**src/rtl/sfp_mult_rr_sched.sv**
```systemverilog
// rtl/sfp_mult_rr_sched.sv - round-robin sharing of one pipelined sfp multiplier among N_REQ requesters
// Results carry the requester index; clip_sticky records per-requester saturation since last clear.
module sfp_mult_rr_sched #(
   parameter int N_REQ  = 4,
   parameter int IW_IN  = 2,
   parameter int QW_IN  = 14,
   parameter int IW_OUT = 2,
   parameter int QW_OUT = 14,
   parameter int CLIP   = 1,
   parameter int LAT    = 2,
   localparam int W_IN  = IW_IN + QW_IN,
   localparam int W_OUT = IW_OUT + QW_OUT,
   localparam int IDW   = $clog2(N_REQ)
) (
   input  logic                    clk_i,
   input  logic                    rst_i,
   input  logic [N_REQ-1:0]        req_valid_i,
   output logic [N_REQ-1:0]        req_ready_o,
   input  logic [N_REQ*W_IN-1:0]   req_a_i,
   input  logic [N_REQ*W_IN-1:0]   req_b_i,
   output logic                    rsp_valid_o,
   input  logic                    rsp_ready_i,
   output logic [IDW-1:0]          rsp_id_o,
   output logic [W_OUT-1:0]        rsp_data_o,
   output logic                    rsp_clip_o,
   output logic [N_REQ-1:0]        clip_sticky_o,
   input  logic [N_REQ-1:0]        clip_clr_i
);

   localparam int PW = 2 * W_IN;
   localparam int PQ = 2 * QW_IN;
   localparam int EW = PW + QW_OUT + W_OUT;
   localparam int SW = IDW + 1;

   logic [IDW-1:0]          ptr_q, ptr_d;
   logic [N_REQ-1:0]        grant;
   logic [IDW-1:0]          grant_id;
   logic                    grant_any;
   logic [SW-1:0]           scan_sum;
   logic [IDW-1:0]          scan_id;
   logic                    adv, accept;
   int                      sel_base;
   logic signed [PW-1:0]    op_a, op_b, prod;
   logic signed [EW-1:0]    prod_ext, scaled;
   logic                    ovf;
   logic [W_OUT-1:0]        res_data;
   logic                    res_clip;
   logic [LAT-1:0]          stg_v_q, stg_clip_q;
   logic [IDW-1:0]          stg_id_q   [LAT];
   logic [W_OUT-1:0]        stg_data_q [LAT];
   logic [N_REQ-1:0]        sticky_q, sticky_d, clip_set;

   assign rsp_valid_o   = stg_v_q[LAT-1];
   assign rsp_id_o      = stg_id_q[LAT-1];
   assign rsp_data_o    = stg_data_q[LAT-1];
   assign rsp_clip_o    = stg_clip_q[LAT-1];
   assign clip_sticky_o = sticky_q;

   // Reset also blocks grants so no requester sees a handshake that is then discarded.
   assign adv         = (!rsp_valid_o || rsp_ready_i) && !rst_i;
   assign accept      = adv && grant_any;
   assign req_ready_o = adv ? grant : '0;

   always_comb begin
      grant     = '0;
      grant_id  = '0;
      grant_any = 1'b0;
      scan_sum  = '0;
      scan_id   = '0;
      for (int k = 0; k < N_REQ; k++) begin
         scan_sum = {1'b0, ptr_q} + SW'(k);
         if (scan_sum >= SW'(N_REQ)) begin
            scan_sum = scan_sum - SW'(N_REQ);
         end
         scan_id = scan_sum[IDW-1:0];
         if (!grant_any && req_valid_i[scan_id]) begin
            grant_any      = 1'b1;
            grant_id       = scan_id;
            grant[scan_id] = 1'b1;
         end
      end
   end

   always_comb begin
      ptr_d = ptr_q;
      if (accept) begin
         ptr_d = (grant_id == IDW'(N_REQ - 1)) ? '0 : grant_id + IDW'(1);
      end
   end

   // Scale by 2^QW_OUT before dropping PQ bits so both truncation and zero-fill fall out of one path.
   always_comb begin
      sel_base = int'(grant_id) * W_IN;
      op_a     = {{W_IN{req_a_i[sel_base + W_IN - 1]}}, req_a_i[sel_base +: W_IN]};
      op_b     = {{W_IN{req_b_i[sel_base + W_IN - 1]}}, req_b_i[sel_base +: W_IN]};
      prod     = op_a * op_b;
      prod_ext = {{(EW - PW){prod[PW-1]}}, prod};
      scaled   = (prod_ext <<< QW_OUT) >>> PQ;
      ovf      = !((&scaled[EW-1:W_OUT-1]) || !(|scaled[EW-1:W_OUT-1]));
      res_data = scaled[W_OUT-1:0];
      res_clip = 1'b0;
      if (CLIP != 0 && ovf) begin
         res_clip = 1'b1;
         res_data = scaled[EW-1] ? {1'b1, {(W_OUT-1){1'b0}}} : {1'b0, {(W_OUT-1){1'b1}}};
      end
   end

   always_comb begin
      clip_set = '0;
      if (rsp_valid_o && rsp_ready_i && rsp_clip_o) begin
         clip_set[rsp_id_o] = 1'b1;
      end
      sticky_d = (sticky_q & ~clip_clr_i) | clip_set;
   end

   always_ff @(posedge clk_i) begin
      if (rst_i) begin
         ptr_q      <= '0;
         sticky_q   <= '0;
         stg_v_q    <= '0;
         stg_clip_q <= '0;
         for (int k = 0; k < LAT; k++) begin
            stg_id_q[k]   <= '0;
            stg_data_q[k] <= '0;
         end
      end else begin
         ptr_q    <= ptr_d;
         sticky_q <= sticky_d;
         if (adv) begin
            stg_v_q[0]    <= accept;
            stg_id_q[0]   <= grant_id;
            stg_data_q[0] <= res_data;
            stg_clip_q[0] <= res_clip;
            for (int k = 1; k < LAT; k++) begin
               stg_v_q[k]    <= stg_v_q[k-1];
               stg_id_q[k]   <= stg_id_q[k-1];
               stg_data_q[k] <= stg_data_q[k-1];
               stg_clip_q[k] <= stg_clip_q[k-1];
            end
         end
      end
   end

endmodule
```
**config.mk**
```make
export PLATFORM = sky130hd
export DESIGN_NAME = sfp_mult_rr_sched
export DESIGN_NICKNAME = d
export VERILOG_FILES = /design/src/rtl/sfp_mult_rr_sched.sv
export SDC_FILE = /design/constraint.sdc
export NUM_CORES = 1
export LEC_CHECK = 0
export CORE_ASPECT_RATIO = 0.6
export CORE_UTILIZATION = 40
export DETAILED_ROUTE_END_ITERATION = 16
export DONT_BUFFER_PORTS = 1
export HOLD_SLACK_MARGIN = 0.12
export PLACE_DENSITY = 0.62
export SYNTH_ARGS = -nofsm -noshare
export SYNTH_HDL_FRONTEND = slang
export SYNTH_SLANG_ARGS = --single-unit
export TNS_END_PERCENT = 50
```
**constraint.sdc**
```tcl
create_clock -name clk_i -period 13.8 [get_ports clk_i]
set_clock_uncertainty 0.05 [all_clocks]
set_input_delay 1.38 -clock clk_i [delete_from_list [all_inputs] [get_ports clk_i]]
set_output_delay 1.38 -clock clk_i [all_outputs]
set_load 0.01 [all_outputs]
```
# After elaboration in Yosys (flattened, before gate mapping)
# Memory sizes are Yosys's and may differ from the RTL's.
# Index checks and enable logic that the tools add are counted.
[totals]
word_cells = 122
mem_bits_rw = 36
regBits = 10
out_inout_bits = 28
in_bits = 139
mem_count = 2
[classes]
n_mux = 55
add_sub_neg = 10
eq_ne = 1
shift = 2
bitwise_logic = 10
reduce_logical = 22
magnitude_cmp = 15
multipliers = 1
[mem_list]
columns = ["name", "depth", "word_bits", "rd", "rd_ports_with_merged_regs", "wr", "line_no", "source"]
rows = [
  ["stg_data_q", 2, 16, 2, 0, 2, "50", "logic [W_OUT-1:0] stg_data_q [LAT];"],
  ["stg_id_q", 2, 2, 2, 0, 2, "49", "logic [IDW-1:0] stg_id_q [LAT];"],
]
[op_table]
columns = ["op", "n"]
rows = [
  ["indexed part select 64 x 7 -> 16 bit", 2],
  ["2-to-1 mux 16 bit", 4],
  ["multiplier 17 x 17 -> 32 bit", 1],
  ["2-to-1 mux 4 bit", 6],
  ["2-to-1 mux 1 bit", 23],
  ["2-to-1 mux 2 bit", 11],
  ["bitwise OR 4 bit", 4],
  ["less-than comparator 2 x 3 -> 1 bit (second input constant)", 5],
  ["binary-select mux 1 bit (select 6 bit)", 2],
  ["logical AND 1 bit", 12],
  ["demux 1 bit (select 2 bit)", 5],
  [">= comparator 2 x 1 -> 1 bit (second input constant)", 5],
  [">= comparator 3 bit (second input constant)", 3],
  ["binary-select mux 1 bit (select 2 bit)", 4],
  ["less-than comparator 8 bit (second input constant)", 1],
  ["subtractor 2 x 1 -> 2 bit (second input constant)", 4],
  ["subtractor 7 x 1 -> 8 bit (second input constant)", 1],
  ["adder 6 x 5 -> 7 bit (second input constant)", 1],
  ["adder 2 x 2 -> 3 bit (second input constant)", 2],
  ["zero test 1 bit", 6],
  ["AND 4 bit", 1],
  ["inverter 4 bit", 1],
  ["bitwise OR 1 bit", 4],
  ["adder 2 x 1 -> 3 bit (second input constant)", 1],
  ["6 further kinds", 7],
]

# Longest topological paths before layout
# Gate-level depths: netlist (run 1).
[depth]
depth_word = 25
mapped_depth = 42
mapped_depth_nobuf = 35

# Least setup slack after synthesis (run 1)
# OpenSTA, ideal clock, no wires.
[synth_timing]
kind = "input-to-reg"
startpoint = "in req_valid_i[1]"
endpoint = "mem stg_data_q[0][11] (netlist bit) (data pin)"
cell_stages = 35
setup_slack_ns = 3.583
n_path_buf = 6
t_required_ns = 13.491
setup_ns = 0.259
t_arrival_ns = 9.908
cell_sequence = "clkbuf_2 mux4_2 nor2b_1 buf_6 or2_1 a22oi_4 buf_2 buf_1 buf_1 a21oi_1 nand2_1 inv_1 fa_1 inv_1 fa_1 inv_1 fa_1 fa_1 fa_1 inv_1 fa_1 inv_1 ha_1 a21o_1 a21o_1 a21o_1 a21o_1 a21oi_1 o21ai_0 a22oi_1 o211ai_2 and3_1 o41ai_2 buf_4 o21bai_1"
[synth_lines]
columns = ["item", "line_no", "source"]
rows = [
  ["start, declared", "17", "input logic [N_REQ-1:0] req_valid_i,"],
  ["end, declared", "50", ""],
]

==> results of run 1 <==
[worst max-delay path: cells and delay by family (launching register included)]
kind,cells,cell delay [ns]
buffers and inverters,6,2.17
and+or+nand+nor,5,1.91
DFF,1,0.91
muxes,1,0.48
adders and majority gates,8,3.82
AOI/OAI and AO/OA,12,2.64
[cells by family (layout without fill, tap and decap cells)]
logic type,after synthesis,count (layout)
AND/OR/NAND/NOR,608,608
buffers and inverters,390,322
adder cells (fa/ha/maj),361,361
AO/OA/AOI/OAI,154,154
flip-flops,46,46
XOR/XNOR,27,27
multiplexers,20,20
[final cells by class]
| class | instances | area (um^2) | area share [%] |
|---|---|---|---|
| clock buffer | 6 | 129 | 0.909 |
| clock inverter | 2 | 37.5 | 0.265 |
| inverter | 300 | 1130 | 7.94 |
| multi-input combinational | 1170 | 10900 | 77.1 |
| sequential | 46 | 1280 | 9.03 |
| tap | 459 | 574 | 4.05 |
| timing repair buffer | 14 | 105 | 0.741 |
[how the worst max path moves through the flow]
stage / slack, ns / cells after the start / to / startpoint
after floorplan: 3.58 / 35 / stg_data_q[0][11]$_SDFFCE_PN0P_ / req_valid_i[1]
after global placement: 2.15 / 32 / stg_data_q[0][5]$_SDFFCE_PN0P_ / ptr_q[0]$_SDFFE_PP0P_
after detailed placement: 1.74 / 32 / stg_data_q[0][2]$_SDFFCE_PN0P_ / ptr_q[0]$_SDFFE_PP0P_
after CTS: 1.70 / 32 / stg_data_q[0][2]$_SDFFCE_PN0P_ / ptr_q[0]$_SDFFE_PP0P_
after global routing: 0.79 / 32 / stg_data_q[0][2]$_SDFFCE_PN0P_ / ptr_q[0]$_SDFFE_PP0P_
final: 1.54 / 32 / stg_data_q[0][2]$_SDFFCE_PN0P_ / ptr_q[0]$_SDFFE_PP0P_
[cells in the mapped netlist (4+ instances only)]
library cell / count / share of area, %
a21oi_1: 30 / 1.1
buf_4: 19 / 1.0
buf_2: 5 / 0.18
nand3_1: 55 / 2.0
nor2b_1: 9 / 0.41
ha_1: 87 / 7.9
nor2_1: 175 / 4.8
fa_1: 274 / 40
o211a_1: 4 / 0.29
o211ai_1: 9 / 0.49
o21bai_1: 7 / 0.38
o21ai_0: 10 / 0.36
xor2_1: 9 / 0.57
clkbuf_1: 50 / 1.4
nand2_1: 267 / 7.3
nor3_1: 5 / 0.18
o21bai_2: 10 / 0.82
or2_2: 7 / 0.32
a21o_1: 26 / 1.4
dfxtp_1: 10 / 1.5
inv_1: 299 / 8.2
buf_1: 11 / 0.30
nand2b_1: 15 / 0.68
a211oi_1: 6 / 0.33
and3_1: 5 / 0.23
a31oi_1: 7 / 0.32
a221oi_1: 4 / 0.25
xnor2_1: 17 / 1.1
nor4_1: 7 / 0.32
mux2i_1: 13 / 0.95
o21a_1: 5 / 0.27
a22oi_1: 5 / 0.27
o21ai_1: 6 / 0.22
mux2_2: 4 / 0.33
and2_1: 47 / 2.1
edfxtp_1: 36 / 7.9
[metal layers]
metal  track usage [%]  share of wire [%]  up-vias
met4              3.35                1.1        0
met3              5.06                8.8       28
met5                 0                  0        -
li1                  -                  -     4796
met2              34.5                 43      387
met1              34.2                 47     5328
[through the flow]
stage               area, um^2  setup slack, ns
global route             14200            0.786
global placement         14000             2.15
CTS                      14200             1.70
detailed placement       14000             1.74
floorplan                13800             3.58
finish                   14200             1.54
[state kept, by name, indices dropped and copies added (netlist names)]
register / count
stg_data_q: 32
stg_clip_q: 2
stg_id_q: 4
clip_sticky_o: 4
stg_v_q: 2
ptr_q: 2
[cells in the final DEF, fill, tap and decap left out, drive strengths merged, types with 3 or more instances in the layout]
cell,n
a211oi,6
a21o,26
a21oi,30
a221oi,4
a22oi,6
a31oi,7
and2,47
and3,5
buf,14
clkbuf,6
dfxtp,10
edfxtp,36
fa,274
ha,87
inv,300
mux2,4
mux2i,13
mux4,3
nand2,267
nand2b,15
nand3,55
nor2,175
nor2b,9
nor3,5
nor4,7
nor4b,4
o211a,4
o211ai,10
o21a,5
o21ai,18
o21bai,17
o31ai,3
o41ai,4
or2,9
xnor2,17
xor2,9
==> out/metrics.cfg, run 1 <==
[synthesis]
ys_ff_latch=46
ys_warn_count=0
synthAdderAreaFrac_pct=47.8
syn_area_um2=13800
synthArstFlopShare_pct=0
syn_area_per_cell_um2=8.56
synthCells=1606
synth_cell_types=70
synth_simple_gate_area_share_pct=19.4
seq_area_frac_synth_pct=9.32
synth.area.mux_share_pct=1.76
synth_compound_area_share_pct=8.56
synth_edf_count=36
synth_ff_type=edfxtp_1
synth_top_family_by_area=adder cells
yosys.area_share.xor_xnor_pct=1.82
syn_nets=2106

[route]
routed_wl_mm=37.7
drc_errors=0
drt-initial-drc-count=859
ant_nets=0
drt_pass1_iterations=7
wl_per_cell_um=18.9
avgViaCountPerCell=5.28
num_vias=10539

[clocking]
cts_tree=yes
cts_resized=0
clock_latency_ns=0.29
path_clk_slew_ns=0.07
cts-htree-levels=2
cts.sinks=46
cts_buffers=5
cts_root_buf=clkbuf_16
cts_max_path_buffers=2
post_cts_buffers=0
hold_buffers=0

[setup_path]
r2r_slack_ns=1.54
path_class=flop to flop
endpoint_kind=flop
rr_worst_depth=32
worst_setup_path_start_kind=flop
crit_path_top_delay_cell=dfxtp_1
r2r_start=ptr_q[0]$_SDFFE_PP0P_
crit_top_cell=fa_1
required_ns=13.89
max_stage_delay_ns=0.91
critical_path_arrival_ns=12.35
crit_fanout=59
r2r_end=stg_data_q[0][2]$_SDFFCE_PN0P_

[final_layout]
drive_gt1_share_pct=3.97
post-route-util_pct=42.0
instances_no_fill=1997
final_nets=2037
n_fill_cell=3379
antenna_cells=0
area_growth_pct=3.11

[global_route]
grt_use_total_pct=22.9
grt-ovfl-total=0
grt_max_degree=60
grt_pass1_wl_mm=61.7
grt_antenna_before_repair=0
grt_pass1_vias=11099

[min_path]
min_from=stg_v_q[0]$_SDFFE_PP0P_
min-delay-path-class=flop to flop
holdPathEnd=stg_v_q[0]$_SDFFE_PP0P_
min_path_cells=1

[die]
row_count=52
io_pins=167
core_um2=33800
dieHeight_um=146
die_w_um=241
dieArea_um2=35200
start_util_pct=40.7

[sta]
min_period_ns=12.26
slew_headroom_pct=14.9
setup_tns_ns=0
max_clock_freq_mhz=81.6
rsz0062_at_grt=no
tightest_slew_ns=1.27
finalSetupViolations=0
hold_viol=0
whs_ns=0.432
min_period_over_period_pct=88.8
slew_viol_final=0

[placement]
io_buffers=0
dpl.hpwl_mm=32.5
dpl.cell_count=1989
gp_congestion=0.946

[run_status]
status=complete, no violations

[job]
drv_cap=0

Power of run 1 is left out: the tool's default activity adds up to more than one toggle a clock period on the data nets, which glitch-free logic cannot reach.
==> run 2, diff against run 1 <==
Clock period 13.8 ns to 14.7 ns, I/O delays scaled along.
==> run 2 against run 1 <==
Net effect: via count fell by 0.68%; flip-flop and latch count did not move; global-route usage is 0.11 points lower; core utilization about the same; non-clock buffer count grew 1; setup slack improved by 1.2 ns; first-iteration DRC count fell by 16%; maximum frequency grew 2.2%; largest cell class unchanged.
==> out/metrics.cfg, run 2 (synthesized netlist as in run 1, its figures left out) <==
[sta]
finalSetupViolations=0  ; unchanged
setup_tns_ns=0  ; unchanged
slew_headroom_pct=23.7  ; was 14.9%
min_period_over_period_pct=81.6  ; was 88.8%
tightest_slew_ns=1.14  ; was 1.27 ns
max_clock_freq_mhz=83.4  ; was 81.6 MHz
slew_viol_final=0  ; unchanged
min_period_ns=11.99  ; was 12.26 ns
whs_ns=0.446  ; was 0.432 ns
rsz0062_at_grt=no  ; unchanged
hold_viol=0  ; unchanged

[global_route]
grt.met1_usage_pct=33.0  ; was 34.2%
grt-ovfl-total=0  ; unchanged
grt_use_total_pct=22.8  ; was 22.9%
grt_most_used_layer=met2  ; unchanged
grt_pass1_wl_mm=60.9  ; was 61.7 mm
grt_antenna_before_repair=0  ; unchanged
use_met3_pct=7.00  ; was 5.06%
grt_max_degree=60  ; unchanged
grt_pass1_vias=11130  ; was 11099
grt_util_met2_pct=33.8  ; was 34.5%

[setup_path]
required_ns=14.80  ; was 13.89 ns
rr_worst_depth=32  ; unchanged
critical_path_arrival_ns=12.09  ; was 12.35 ns
crit_path_top_delay_cell=dfxtp_1  ; unchanged
cp-startpoint=ptr_q[0]$_SDFFE_PP0P_  ; unchanged
max_stage_delay_ns=0.93  ; was 0.91 ns
r2r_start=ptr_q[0]$_SDFFE_PP0P_  ; unchanged
crit_top_cell=fa_1  ; unchanged
r2r_end=stg_data_q[0][5]$_SDFFCE_PN0P_  ; was stg_data_q[0][2]$_SDFFCE_PN0P_
crit_fanout=59  ; unchanged
path_class=flop to flop  ; unchanged
r2r_slack_ns=2.71  ; was 1.54 ns
endpoint_kind=flop  ; unchanged
worst_setup_path_start_kind=flop  ; unchanged

[final_layout]
design_area_um2=14200  ; about the same
antenna_cells=0  ; unchanged
area_growth_pct=3.06  ; was 3.11%
final_nets=2038  ; was 2037
instances_no_fill=1998  ; was 1997
layout_commonest_cell=inv_1  ; unchanged
regMostFlops=stg_data_q  ; unchanged
drive_gt1_share_pct=4.03  ; was 3.97%
largest_reg_flops=32  ; unchanged
mostFrequentLayoutCells=299 x inv_1, 274 x fa_1, 267 x nand2_1  ; unchanged

[clocking]
cts_root_buf=clkbuf_16  ; unchanged
cts_buffers=5  ; unchanged
clock_latency_ns=0.30  ; was 0.29 ns
cts_resized=0  ; unchanged
path_clk_slew_ns=0.07  ; about the same
cts_max_path_buffers=2  ; unchanged
hold_buffers=0  ; unchanged
cts.sinks=46  ; unchanged
cts-htree-levels=2  ; unchanged
post_cts_buffers=0  ; unchanged
cts_tree=yes  ; unchanged

[die]
row_count=52  ; unchanged
core_um2=33800  ; unchanged
io_pins=167  ; unchanged
dieArea_um2=35200  ; unchanged
start_util_pct=40.7  ; unchanged
dieHeight_um=146  ; unchanged
die_w_um=241  ; unchanged

[route]
drc_errors=0  ; unchanged
ant_nets=0  ; unchanged
drt_pass1_iterations=5  ; was 7
num_vias=10467  ; was 10539
avgViaCountPerCell=5.24  ; was 5.28
routed_wl_mm=37.4  ; was 37.7 mm
wl_per_cell_um=18.7  ; was 18.9 um
drt-initial-drc-count=719  ; was 859

[placement]
io_buffers=0  ; unchanged
postPlaceCellArea_um2=14000  ; about the same
dpl.cell_count=1990  ; was 1989
dpl.hpwl_mm=32.6  ; was 32.5 mm
gp_congestion=0.975  ; was 0.946

[run_status]
status=complete, no violations  ; unchanged

[min_path]
min-delay-path-class=flop to flop  ; unchanged
min_from=stg_v_q[0]$_SDFFE_PP0P_  ; unchanged
holdPathEnd=stg_v_q[0]$_SDFFE_PP0P_  ; unchanged
min_path_cells=1  ; unchanged

[job]
drv_cap=0  ; unchanged

==> run 2: changes by cell type in the layout (fill, tap and decap cells not counted) <==
cell | previous run | this run
clkbuf_8 | 0 | 1
clkinvlp_4 | 1 | 0
bufinv_16 | 1 | 0
clkbuf_1 | 1 | 0
clkinv_4 | 0 | 1
buf_4 | 14 | 15
clkinv_1 | 0 | 1
==> run 2: layout make-up <==
cell class                      count  area, um^2
Tap cell                          459         574
Timing Repair Buffer               15         113
Clock inverter                      2        12.5
Clock buffer                        6         139
Multi-Input combinational cell   1170       10900
Sequential cell                    46        1280
Fill cell                        3390       19600
Inverter                          300        1130
==> run 2: metrics by stage <==
stage | utilization (%) | setup slack, ns
3_3_place_gp | 41.5 | 3.04
2_1_floorplan | - | 4.39
3_5_place_dp | 41.5 | 2.82
5_1_grt | 42.0 | 1.88
6_report | 42.0 | 2.71
4_1_cts | 42.0 | 2.77
==> run 2: critical path: cells and delay by family, from the launching register on <==
kind                     cells  cell delay (ns)
adder cells (fa/ha/maj)      8             3.80
AND/OR/NAND/NOR              5             1.91
buffers and inverters        6             2.13
multiplexers                 1             0.49
AO/OA/AOI/OAI               12             2.45
flip-flops                   1             0.93
==> run 2: routing by layer <==
| layer | wire [um] | up-vias |
|---|---|---|
| met5 | 0 | - |
| met4 | 467 | 0 |
| met3 | 3840 | 34 |
| met2 | 15800 | 400 |
| met1 | 17300 | 5236 |
| li1 | - | 4797 |
==> run 2: worst max path at each step <==
stage / end / cells past startpoint
after global placement: stg_data_q[0][2]$_SDFFCE_PN0P_ / 33
after global routing: stg_data_q[0][5]$_SDFFCE_PN0P_ / 32
after CTS: stg_data_q[0][5]$_SDFFCE_PN0P_ / 32
final: stg_data_q[0][5]$_SDFFCE_PN0P_ / 32
after floorplan: stg_data_q[0][11]$_SDFFCE_PN0P_ / 35
after detailed placement: stg_data_q[0][5]$_SDFFCE_PN0P_ / 32
Power of run 2 is left out for the same reason.
==> run 3, diff against run 2 <==
Settings changed: PLACE_DENSITY 0.62 to 0.64.
Clock period 14.7 ns to 9.8 ns, I/O delays scaled along.
==> run 3 against run 2 <==
Net effect: critical path depth fell by 1; via count is 3.5% higher; wire length increased by 2.9%; non-clock buffer count increased by 53; register-to-register slack worse by 2.4 ns; flip-flop and latch count unchanged.
==> out/metrics.cfg, run 3 (synthesized netlist as in run 1, its figures left out) <==
[route]
routed_wl_mm=38.5  ; was 37.4 mm
drt-initial-drc-count=984  ; was 719
drc_errors=0  ; unchanged
drt_pass1_iterations=5  ; unchanged
num_vias=10831  ; was 10467
wl_per_cell_um=18.8  ; was 18.7 um
avgViaCountPerCell=5.28  ; was 5.24
ant_nets=0  ; unchanged

[clocking]
path_clk_slew_ns=0.07  ; about the same
cts_tree=yes  ; unchanged
cts_max_path_buffers=2  ; unchanged
clock_latency_ns=0.29  ; was 0.30 ns
post_cts_buffers=0  ; unchanged
hold_buffers=0  ; unchanged
cts-htree-levels=2  ; unchanged
cts.sinks=46  ; unchanged
cts_buffers=5  ; unchanged
cts_root_buf=clkbuf_16  ; unchanged

[min_path]
min-delay-path-class=flop to flop  ; unchanged

[job]
drv_cap=0  ; unchanged

[setup_path]
rr_worst_depth=31  ; was 32
r2r_slack_ns=0.30  ; was 2.71 ns
critical_path_arrival_ns=9.50  ; was 12.09 ns
crit_path_top_delay_cell=fa_1  ; was dfxtp_1
path_class=flop to flop  ; unchanged
crit_fanout=21  ; was 59
cp-startpoint=ptr_q[0]$_SDFFE_PP0P_  ; unchanged
cpLargestDelayFamily=adder cells  ; unchanged
r2r_start=ptr_q[0]$_SDFFE_PP0P_  ; unchanged
required_ns=9.80  ; was 14.80 ns
path_depth=31  ; was 32
max_stage_delay_ns=0.58  ; was 0.93 ns
r2r_end=stg_data_q[0][12]$_SDFFCE_PN0P_  ; was stg_data_q[0][5]$_SDFFCE_PN0P_
crit_top_cell=fa_1  ; unchanged
timing.critical_path.to=stg_data_q[0][12]$_SDFFCE_PN0P_  ; was stg_data_q[0][5]$_SDFFCE_PN0P_
endpoint_kind=flop  ; unchanged
worst-path-buf-inv=7  ; was 6
worst_setup_path_start_kind=flop  ; unchanged

[sta]
hold_viol=0  ; unchanged
slew_headroom_pct=57.2  ; was 23.7%
rsz0062_at_grt=no  ; unchanged
tightest_slew_ns=0.624  ; was 1.14 ns
finalSetupViolations=0  ; unchanged
min_period_over_period_pct=96.9  ; was 81.6%
min_period_ns=9.50  ; was 11.99 ns
max_clock_freq_mhz=105  ; was 83.4 MHz
slew_viol_final=0  ; unchanged

[final_layout]
layout_commonest_cell=inv_1  ; unchanged
drive_gt1_share_pct=8.04  ; was 4.03%
final_nets=2091  ; was 2038
design_area_um2=14600  ; was 14200 um^2
regMostFlops=stg_data_q  ; unchanged
area_growth_pct=6.35  ; was 3.06%
mostFrequentLayoutCells=299 x inv_1, 274 x fa_1, 266 x nand2_1  ; was 299 x inv_1, 274 x fa_1, 267 x nand2_1
largest_reg_flops=32  ; unchanged
post-route-util_pct=43.3  ; was 42.0%

[die]
dieHeight_um=146  ; unchanged
core_um2=33800  ; unchanged
die_w_um=241  ; unchanged
io_pins=167  ; unchanged
dieArea_um2=35200  ; unchanged
start_util_pct=40.7  ; unchanged
row_count=52  ; unchanged

[run_status]
status=complete, no violations  ; unchanged

[placement]
gp_congestion=1.06  ; was 0.975
dpl.hpwl_mm=33.8  ; was 32.6 mm
postPlaceCellArea_um2=14400  ; was 14000 um^2
io_buffers=0  ; unchanged

[global_route]
grt_max_degree=41  ; was 60
grt_pass1_wl_mm=62.1  ; was 60.9 mm
grt-ovfl-total=0  ; unchanged
grt_pass1_vias=11430  ; was 11130
grt_use_total_pct=23.1  ; was 22.8%
grt_antenna_before_repair=1  ; was 0

run 3: cell types whose count changed in the layout (fill, tap and decap cells not counted), moves of 2 or more:
cell / delta
buf_4: +51
and2_1: -7
mux2i_2: +2
and2_2: +7
mux2i_1: -2
run 3: worst min path at each step:
stage | startpoint | cells after the start | end | slack, ns
finish | stg_v_q[0]$_SDFFE_PP0P_ | 1 | stg_v_q[0]$_SDFFE_PP0P_ | 0.41
global route | stg_v_q[0]$_SDFFE_PP0P_ | 1 | stg_v_q[0]$_SDFFE_PP0P_ | 0.45
CTS | stg_v_q[0]$_SDFFE_PP0P_ | 1 | stg_v_q[0]$_SDFFE_PP0P_ | 0.42
detailed placement | stg_v_q[0]$_SDFFE_PP0P_ | 1 | stg_v_q[0]$_SDFFE_PP0P_ | 0.40
global placement | stg_v_q[0]$_SDFFE_PP0P_ | 1 | stg_v_q[0]$_SDFFE_PP0P_ | 0.40
floorplan | stg_v_q[0]$_SDFFE_PP0P_ | 1 | stg_v_q[0]$_SDFFE_PP0P_ | 0.38
run 3: worst register-to-register path: cells and delay by family (launching register included):
| kind | cells | cell delay, ns |
|---|---|---|
| compound gates | 10 | 2.14 |
| flops | 1 | 0.33 |
| mux | 3 | 1.08 |
| simple gates | 4 | 1.23 |
| fa+ha+maj | 7 | 3.27 |
| buf+inv | 7 | 1.17 |
run 3: repair_timing:
item | in CTS | in global routing
gates resized for setup | 0 | 20
hold endpoints to repair | 0 | 0
endpoints found under the setup margin | 0 | 17
run 3: per-layer routing:
layer	wire length (um)	part of all wire, %	global-route usage [%]
met1	17700	46	34.3
met2	15900	41	34.2
met3	4340	11	5.90
met4	516	1.3	3.67
met5	0	0	0
run 3: stage by stage:
| step | instances | setup WS [ns] | hold WS [ns] | setup TNS (ns) |
|---|---|---|---|---|
| after global routing | 2051 | 0.0430 | 0.449 | 0 |
| after CTS | 2051 | 0.0403 | 0.416 | 0 |
| after global placement | 2043 | 0.168 | 0.396 | 0 |
| after floorplan | 1606 | 0.0982 | 0.377 | 0 |
| final | 2052 | 0.304 | 0.408 | 0 |
| after detailed placement | 2043 | -0.100 | 0.398 | -0.340 |
run 3: area by class of cell:
type                    count  area, um^2
fillers                  3374       19100
multi-input cells        1170       11000
flip-flops and latches     46        1280
inverters                 300        1130
well taps                 459         574
repair buffers             68         527
clock buffers               5         125
clock inverters             3        21.3
diodes                      1        2.50
Power of run 3 is left out for the same reason.
